--- config.mk ---
export PLATFORM = sky130hd
export DESIGN_NAME = rv32i_wb_arbiter_flat
export DESIGN_NICKNAME = d
export VERILOG_FILES = /design/src/rtl/rv32i_pkg.sv /design/src/rtl/rv32i_wb_arbiter_if.sv /design/src/rtl/rv32i_wb_fifo.sv /design/src/rtl/rv32i_wb_arbiter.sv /design/src/flat_wrapper.sv
export SDC_FILE = /design/constraint.sdc
export NUM_CORES = 1
export LEC_CHECK = 0
export ABC_AREA = 1
export ABC_CLOCK_PERIOD_IN_PS = 4400
export BUFFER_PORTS_ARGS = -buffer_cell sky130_fd_sc_hd__clkbuf_2
export CAP_MARGIN = 20
export CORE_MARGIN = 8
export CORE_UTILIZATION = 50
export DETAILED_ROUTE_END_ITERATION = 8
export PLACE_DENSITY = 0.79
export SETUP_SLACK_MARGIN = 0.2
export SKIP_CTS_REPAIR_TIMING = 1
export SLEW_MARGIN = 15
export SYNTH_ARGS = -nofsm -noshare
export SYNTH_HDL_FRONTEND = slang
export SYNTH_SLANG_ARGS = --single-unit
--- constraint.sdc ---
create_clock -name clk -period 4.4 [get_ports clk]
set_input_delay 0 -clock clk [delete_from_list [all_inputs] [get_ports clk]]
set_output_delay 0 -clock clk [all_outputs]
set_load 0.02 [all_outputs]
--- src/rtl/rv32i_pkg.sv ---
// Shared types for the register-file writeback arbiter: request record,
// the hard-wired zero register and the arbiter state encoding.
package rv32i_pkg;

  localparam logic [4:0] REG_X0 = 5'd0;

  typedef struct packed {
    logic [4:0]  rd;
    logic [31:0] data;
  } wb_req_t;

  typedef enum logic {ARB_NORMAL, ARB_FORCE} arb_state_t;

endpackage

--- src/rtl/rv32i_wb_arbiter_if.sv ---
// Bus bundle between the writeback stage, the multicycle unit and the
// register-file write port; the arbiter takes the slave side.
interface rv32i_wb_arbiter_if #(
  parameter int DEPTH = 4
);
  localparam int CNT_W = $clog2(DEPTH + 1);

  logic              pipe_wb_en;
  logic [4:0]        pipe_wb_reg;
  logic [31:0]       pipe_wb_data;
  logic              mc_valid;
  logic [4:0]        mc_reg;
  logic [31:0]       mc_data;
  logic              mc_ready;
  logic              pipe_stall;
  logic              wb_en_out;
  logic [4:0]        wb_reg_out;
  logic [31:0]       wb_data;
  logic [CNT_W-1:0]  pend_count;

  modport master (
    output pipe_wb_en, pipe_wb_reg, pipe_wb_data, mc_valid, mc_reg, mc_data,
    input  mc_ready, pipe_stall, wb_en_out, wb_reg_out, wb_data, pend_count
  );

  modport slave (
    input  pipe_wb_en, pipe_wb_reg, pipe_wb_data, mc_valid, mc_reg, mc_data,
    output mc_ready, pipe_stall, wb_en_out, wb_reg_out, wb_data, pend_count
  );

endinterface

--- src/rtl/rv32i_wb_fifo.sv ---
// Pending multicycle-result FIFO; exposes per-slot rd and occupancy so the
// arbiter can detect same-register ordering hazards against every entry.
module rv32i_wb_fifo
  import rv32i_pkg::*;
#(
  parameter int DEPTH = 4
) (
  input  logic                         clk,
  input  logic                         reset,
  input  logic                         push,
  input  wb_req_t                      push_req,
  input  logic                         pop,
  output wb_req_t                      head,
  output logic                         full,
  output logic                         empty,
  output logic [$clog2(DEPTH+1)-1:0]   count,
  output logic [DEPTH-1:0][4:0]        entry_rd,
  output logic [DEPTH-1:0]             entry_vld
);

  localparam int PTR_W = $clog2(DEPTH);
  localparam int CNT_W = $clog2(DEPTH + 1);

  wb_req_t          mem [DEPTH];
  logic [PTR_W-1:0] wr_ptr;
  logic [PTR_W-1:0] rd_ptr;
  logic             do_push;
  logic             do_pop;

  assign do_push = push && !full;
  assign do_pop  = pop && !empty;
  assign full    = (count == CNT_W'(DEPTH));
  assign empty   = (count == '0);
  assign head    = mem[rd_ptr];

  always_ff @(posedge clk or posedge reset) begin
    if (reset) begin
      wr_ptr <= '0;
      rd_ptr <= '0;
      count  <= '0;
    end else begin
      if (do_push) wr_ptr <= wr_ptr + PTR_W'(1);
      if (do_pop)  rd_ptr <= rd_ptr + PTR_W'(1);
      count <= count + CNT_W'(do_push) - CNT_W'(do_pop);
    end
  end

  always_ff @(posedge clk) begin
    if (do_push) mem[wr_ptr] <= push_req;
  end

  // A slot is live when its distance from the read pointer is below the count.
  for (genvar i = 0; i < DEPTH; i++) begin : g_ent
    logic [PTR_W-1:0] ofs;
    assign ofs          = PTR_W'(i) - rd_ptr;
    assign entry_vld[i] = (CNT_W'(ofs) < count);
    assign entry_rd[i]  = mem[i].rd;
  end

endmodule

--- src/rtl/rv32i_wb_arbiter.sv ---
// Register-file write-port arbiter: pipeline writeback has priority, multicycle
// results are queued and drained in idle cycles, on hazards or on starvation.
module rv32i_wb_arbiter
  import rv32i_pkg::*;
#(
  parameter int DEPTH      = 4,
  parameter int STARVE_MAX = 3
) (
  input  logic               clk,
  input  logic               reset,
  rv32i_wb_arbiter_if.slave  bus
);

  localparam int SW = $clog2(STARVE_MAX + 1);

  arb_state_t              state, state_nxt;
  logic [SW-1:0]           starve_cnt, cnt_nxt, cnt_inc;
  wb_req_t                 head, win_req;
  logic                    win_en;
  logic                    push, pop, bypass, stall;
  logic                    full, empty;
  logic [DEPTH-1:0][4:0]   entry_rd;
  logic [DEPTH-1:0]        entry_vld;
  logic                    pipe_req, hazard;

  rv32i_wb_fifo #(.DEPTH(DEPTH)) u_fifo (
    .clk       (clk),
    .reset     (reset),
    .push      (push),
    .push_req  ({bus.mc_reg, bus.mc_data}),
    .pop       (pop),
    .head      (head),
    .full      (full),
    .empty     (empty),
    .count     (bus.pend_count),
    .entry_rd  (entry_rd),
    .entry_vld (entry_vld)
  );

  assign pipe_req     = bus.pipe_wb_en && (bus.pipe_wb_reg != REG_X0);
  assign cnt_inc      = starve_cnt + SW'(1);
  assign bus.mc_ready = !full;
  assign bus.pipe_stall = stall;

  always_comb begin
    hazard = 1'b0;
    for (int i = 0; i < DEPTH; i++) begin
      if (entry_vld[i] && (entry_rd[i] == bus.pipe_wb_reg)) hazard = 1'b1;
    end
    hazard = hazard && pipe_req;
  end

  always_comb begin
    state_nxt = state;
    cnt_nxt   = starve_cnt;
    pop       = 1'b0;
    bypass    = 1'b0;
    stall     = 1'b0;
    win_en    = 1'b0;
    win_req   = '0;
    case (state)
      ARB_NORMAL: begin
        if (hazard) begin
          // Queued result is older than the stalled instruction: retire it first.
          stall   = 1'b1;
          pop     = 1'b1;
          win_en  = 1'b1;
          win_req = head;
          cnt_nxt = '0;
        end else if (pipe_req) begin
          win_en  = 1'b1;
          win_req = {bus.pipe_wb_reg, bus.pipe_wb_data};
          if (!empty) begin
            cnt_nxt = cnt_inc;
            if (cnt_inc == SW'(STARVE_MAX)) state_nxt = ARB_FORCE;
          end
        end else if (!empty) begin
          pop     = 1'b1;
          win_en  = 1'b1;
          win_req = head;
          cnt_nxt = '0;
        end else if (bus.mc_valid && (bus.mc_reg != REG_X0)) begin
          bypass  = 1'b1;
          win_en  = 1'b1;
          win_req = {bus.mc_reg, bus.mc_data};
        end
      end
      ARB_FORCE: begin
        stall     = 1'b1;
        cnt_nxt   = '0;
        state_nxt = ARB_NORMAL;
        if (!empty) begin
          pop     = 1'b1;
          win_en  = 1'b1;
          win_req = head;
        end
      end
      default: state_nxt = ARB_NORMAL;
    endcase
    push = bus.mc_valid && !full && (bus.mc_reg != REG_X0) && !bypass;
  end

  // Register stage: the winning request lands on the write port one cycle later.
  always_ff @(posedge clk or posedge reset) begin
    if (reset) begin
      state          <= ARB_NORMAL;
      starve_cnt     <= '0;
      bus.wb_en_out  <= 1'b0;
      bus.wb_reg_out <= '0;
      bus.wb_data    <= '0;
    end else begin
      state         <= state_nxt;
      starve_cnt    <= cnt_nxt;
      bus.wb_en_out <= win_en;
      if (win_en) begin
        bus.wb_reg_out <= win_req.rd;
        bus.wb_data    <= win_req.data;
      end
    end
  end

endmodule
--- src/flat_wrapper.sv ---
// flat-port wrapper written by rule: the top's interface ports become plain ports
module rv32i_wb_arbiter_flat import rv32i_pkg::*;
#(
  parameter int DEPTH      = 4,
  parameter int STARVE_MAX = 3
)
  (clk, reset, bus_pipe_wb_en, bus_pipe_wb_reg, bus_pipe_wb_data, bus_mc_valid, bus_mc_reg, bus_mc_data, bus_mc_ready, bus_pipe_stall, bus_wb_en_out, bus_wb_reg_out, bus_wb_data, bus_pend_count);
  rv32i_wb_arbiter_if #(.DEPTH(DEPTH)) bus_i ();
  input  logic clk;
  input  logic reset;
  input wire logic [$bits(bus_i.pipe_wb_en)-1:0] bus_pipe_wb_en;
  input wire logic [$bits(bus_i.pipe_wb_reg)-1:0] bus_pipe_wb_reg;
  input wire logic [$bits(bus_i.pipe_wb_data)-1:0] bus_pipe_wb_data;
  input wire logic [$bits(bus_i.mc_valid)-1:0] bus_mc_valid;
  input wire logic [$bits(bus_i.mc_reg)-1:0] bus_mc_reg;
  input wire logic [$bits(bus_i.mc_data)-1:0] bus_mc_data;
  output wire logic [$bits(bus_i.mc_ready)-1:0] bus_mc_ready;
  output wire logic [$bits(bus_i.pipe_stall)-1:0] bus_pipe_stall;
  output wire logic [$bits(bus_i.wb_en_out)-1:0] bus_wb_en_out;
  output wire logic [$bits(bus_i.wb_reg_out)-1:0] bus_wb_reg_out;
  output wire logic [$bits(bus_i.wb_data)-1:0] bus_wb_data;
  output wire logic [$bits(bus_i.pend_count)-1:0] bus_pend_count;
  assign bus_i.pipe_wb_en = bus_pipe_wb_en;
  assign bus_i.pipe_wb_reg = bus_pipe_wb_reg;
  assign bus_i.pipe_wb_data = bus_pipe_wb_data;
  assign bus_i.mc_valid = bus_mc_valid;
  assign bus_i.mc_reg = bus_mc_reg;
  assign bus_i.mc_data = bus_mc_data;
  assign bus_mc_ready = bus_i.mc_ready;
  assign bus_pipe_stall = bus_i.pipe_stall;
  assign bus_wb_en_out = bus_i.wb_en_out;
  assign bus_wb_reg_out = bus_i.wb_reg_out;
  assign bus_wb_data = bus_i.wb_data;
  assign bus_pend_count = bus_i.pend_count;
  rv32i_wb_arbiter #(.DEPTH(DEPTH), .STARVE_MAX(STARVE_MAX)) u_core (.clk(clk), .reset(reset), .bus(bus_i));
endmodule
==> results.txt <==
----------------------------------------------------
[Power]
  Ratio of total power to cell area ... 646 nW/µm²
  Leakage ... 4.88 nW
  Peak supply drop ... 342 µV

[Die]
  Vertical die dimension ... 154 µm
  X dimension of the die ... 154 µm
  Total core area ... 18,700 µm²
  Boundary pin count ... 121
  Floorplan die area ... 23,800 µm²
  FP Rows ... 50
  Starting density of the core ... 51.0%

[Timing]
  Final critical path time including I/O delays and setup ... 3.42 ns
  Setup violators final ... 0
  RSZ-0062 raised after global routing ... false
  Final total negative setup slack ... 0 ns
  Fraction of the cycle the final worst path needs ... 77.8%
  Maximum operating frequency ... 292 MHz
  Number of pins with negative max-slew slack in the final report ... 0
  Tightest Pin Transition ... 1.05 ns
  Skew final ... 0.00690 ns
  Post-Route Hold Slack ... -0.0487 ns
  Final hold violations ... 15
  Normalized max-slew margin ... 29.7%

[Synth]
  Count of flip-flops with a built-in enable after synthesis ... 148
  Library cell occupying the most area in the post-synthesis netlist ... sky130_fd_sc_hd__edfxtp_1
  Register bit total from synthesis ... 196
  Post-Syn Area ... 9550 µm²
  Mean Syn Cell Area ... 9.51 µm²
  Top area cells in the synthesized netlist ... sky130_fd_sc_hd__edfxtp_1 (47%), sky130_fd_sc_hd__dfrtp_1 (13%), sky130_fd_sc_hd__nand2_1 (12%)
  Sequential share of the synthesized area ... 59.1%
  Distinct cell type count of the synthesized netlist ... 32
  Syn_nets ... 1,094
  Synthesized instance count ... 1,004
  Fraction of post-synthesis cell area in the top cell type by area ... 46.6%
  Most used flip-flop cell after synthesis ... sky130_fd_sc_hd__edfxtp_1
  Fraction of synthesis flops using an asynchronous set or reset pin ... 24.5%
  Synth warnings ... 0

[Global routing]
  Number of global-route vias before repair ... 7,802
  First-pass GRT wire length ... 39.9 mm
  Overall Global Routing Usage ... 21.1%
  Total congestion overflow after global routing ... 0
  Pin count of the biggest net entering global routing ... 74
  Antenna violations before repair ... 1

[Cells and area]
  Most common library cell in the layout ignoring fill and taps ... sky130_fd_sc_hd__nand2_1
  Multi-input gate area in the final layout ... 3320 µm²
  NumNets Final ... 1,236
  Design Area, Final ... 11,400 µm²
  Filler cell count ... 1,493
  Core utilization of the finished layout ... 60.8%
  Share of final-layout standard cells stronger than drive strength 1 ... 17.9%
  Area used by sequential logic in the layout ... 5650 µm²
  Commonest non-fill, non-tap cells in the layout ... sky130_fd_sc_hd__nand2_1 (310), sky130_fd_sc_hd__nand3_1 (187), sky130_fd_sc_hd__edfxtp_1 (148), sky130_fd_sc_hd__clkbuf_2 (120), sky130_fd_sc_hd__inv_1 (73)
  Non-filler instance count after layout ... 1,394
  Layout area overhead ... 19.1%

[Job]
  Max-Cap Viols ... 0

[Critical path]
  Data arrival time of the critical path ... 3.75 ns
  Critical Path End Type ... flip-flop
  Max Fanout on Critical Path ... 7
  Worst endpoint required time ... 4.72 ns
  Crit Path Category ... reg2reg
  Critical path startpoint category ... flip-flop

[Drt]
  Detailed Route Iter0 Violations ... 842
  Vias after detailed routing ... 7,849
  WL per Instance ... 18.0 µm
  Routed wire length ... 25.0 mm
  Number of nets with antenna violations after detailed routing ... 0
  DRC viols ... 0
  1st-pass router iterations ... 7
  Detailed-route vias per instance ... 5.63

[Placement]
  Cell area after placement ... 10,300 µm²
  Placer Congestion ... 0.857
  DP HPWL ... 15.1 mm
  Number of placed instances, taps included ... 1,314
  Number of I/O port buffers ... 120

[Clock tree]
  Worst skew pair latency ... 0.43 ns
  Clock transition at the registers of the reported paths ... 0.07 ns
  CTS buffer count ... 17
  Clock net sink count ... 196
  Buffer depth of the longest clock path ... 2
  CTS H-Tree Depth ... 4
  Root buffer cell ... sky130_fd_sc_hd__clkbuf_16
  TritonCTS clock tree ... done

[Worst hold path]
  Worst hold-check path type ... in2reg

[Outcome]
  Violations in the final reports ... negative hold slack
  Run status ... finished, violations left

----------------------------------------------------
-- critical path: stages, from the launching register on --
cell and delay, ns:
sky130_fd_sc_hd__dfrtp_1 0.50, sky130_fd_sc_hd__nand2_1 0.17, sky130_fd_sc_hd__inv_2 0.05, sky130_fd_sc_hd__nor2_1 0.17, sky130_fd_sc_hd__inv_1 0.07, sky130_fd_sc_hd__ha_1 0.27, sky130_fd_sc_hd__a21boi_1 0.16, sky130_fd_sc_hd__o21ai_0 0.10
sky130_fd_sc_hd__nand3_1 0.13, sky130_fd_sc_hd__nand2_1 0.07, sky130_fd_sc_hd__nor2_1 0.20, sky130_fd_sc_hd__nand3_1 0.17, sky130_fd_sc_hd__nand2_1 0.15, sky130_fd_sc_hd__inv_1 0.06, sky130_fd_sc_hd__ha_1 0.28, sky130_fd_sc_hd__inv_1 0.06
sky130_fd_sc_hd__ha_1 0.13, sky130_fd_sc_hd__inv_1 0.05, sky130_fd_sc_hd__fa_1 0.37, sky130_fd_sc_hd__xor2_1 0.17
-- cells by family (layout without fill, tap and decap cells) --
family	Yosys count	count (layout)	share of synthesized area [%]
other cells	0	1	0
flops	196	196	59.1
compound gates	71	71	5.07
fa+ha+maj	12	12	1.65
buf+inv	141	296	6.63
xor+xnor	13	13	1.19
simple gates	571	571	26.3
-- per-stage QoR --
stage / power, mW / worst slack (ns) / hold WS, ns
finish: 7.35 / 0.977 / -0.0487
global route: 7.87 / 0.601 / 0.00314
CTS: 7.33 / 0.993 / -0.241
detailed placement: 5.69 / 1.01 / 0.220
global placement: 5.59 / 1.21 / 0.218
floorplan: 4.81 / 1.08 / 0.0989
-- flip-flops by register name (all words and copies together), names as in the netlist --
| name | cells |
|---|---|
| u_core.bus.wb_en_out | 1 |
| u_core.state | 1 |
| u_core.u_fifo.rd_ptr | 2 |
| u_core.u_fifo.mem | 148 |
| u_core.u_fifo.count | 3 |
| u_core.bus.wb_reg_out | 5 |
| u_core.starve_cnt | 2 |
| u_core.u_fifo.wr_ptr | 2 |
| u_core.bus.wb_data | 32 |
-- cells in the mapped netlist, types with 2 or more instances --
library cell	count
sky130_fd_sc_hd__o21ai_0	8
sky130_fd_sc_hd__buf_6	6
sky130_fd_sc_hd__nor2_4	2
sky130_fd_sc_hd__ha_1	11
sky130_fd_sc_hd__dfrtp_1	48
sky130_fd_sc_hd__nand4_1	17
sky130_fd_sc_hd__a21oi_1	5
sky130_fd_sc_hd__edfxtp_1	148
sky130_fd_sc_hd__o21ai_1	10
sky130_fd_sc_hd__or2_2	21
sky130_fd_sc_hd__xnor2_1	6
sky130_fd_sc_hd__buf_4	8
sky130_fd_sc_hd__inv_2	6
sky130_fd_sc_hd__nand2_1	312
sky130_fd_sc_hd__buf_2	22
sky130_fd_sc_hd__buf_1	4
sky130_fd_sc_hd__inv_1	75
sky130_fd_sc_hd__a22oi_1	44
sky130_fd_sc_hd__nand3_1	187
sky130_fd_sc_hd__xor2_1	7
sky130_fd_sc_hd__a21boi_1	2
sky130_fd_sc_hd__nor2_1	28
sky130_fd_sc_hd__clkbuf_1	18
-- layout make-up --
type	count	area share [%]
sequential	196	49.6
clock buffer	19	3.89
antenna	1	0.0220
timing repair buffer	182	10.4
tap	234	2.57
inverter	82	2.71
clock inverter	13	1.58
multi-input combinational	667	29.2
-- worst paths after layout --
| path | startpoint | endpoint | slack [ns] | cells past startpoint |
|---|---|---|---|---|
| max in group asynchronous | reset | u_core.state | 3.61 | 4 |
| setup reg to reg | u_core.u_fifo.rd_ptr[0] | u_core.u_fifo.count[2] | 0.98 | 19 |
| min in group asynchronous | reset | u_core.bus.wb_data[25] | 0.28 | 4 |
| hold / removal | bus_pipe_wb_data[21] | u_core.bus.wb_data[21] | -0.05 | 5 |
| setup / recovery | u_core.u_fifo.rd_ptr[0] | u_core.u_fifo.count[2] | 0.98 | 19 |
| hold reg to reg | u_core.bus.wb_reg_out[3] | u_core.bus.wb_reg_out[3] | 0.48 | 2 |
-- per-layer routing --
layer	global-route usage, %	wire length (µm)
met1	26.6	10300
met2	34.1	11800
met3	5.07	2220
met5	0	0
met4	9.38	741
-- power breakdown --
part / total, mW / internal (mW) / switching (mW)
Combinational: 2.94 / 0.904 / 2.03
Sequential: 2.76 / 2.51 / 0.248
Clock: 1.65 / 0.967 / 0.682
Total: 7.35 / 4.38 / 2.96
Note: power is estimated with default switching activity, not from simulation.
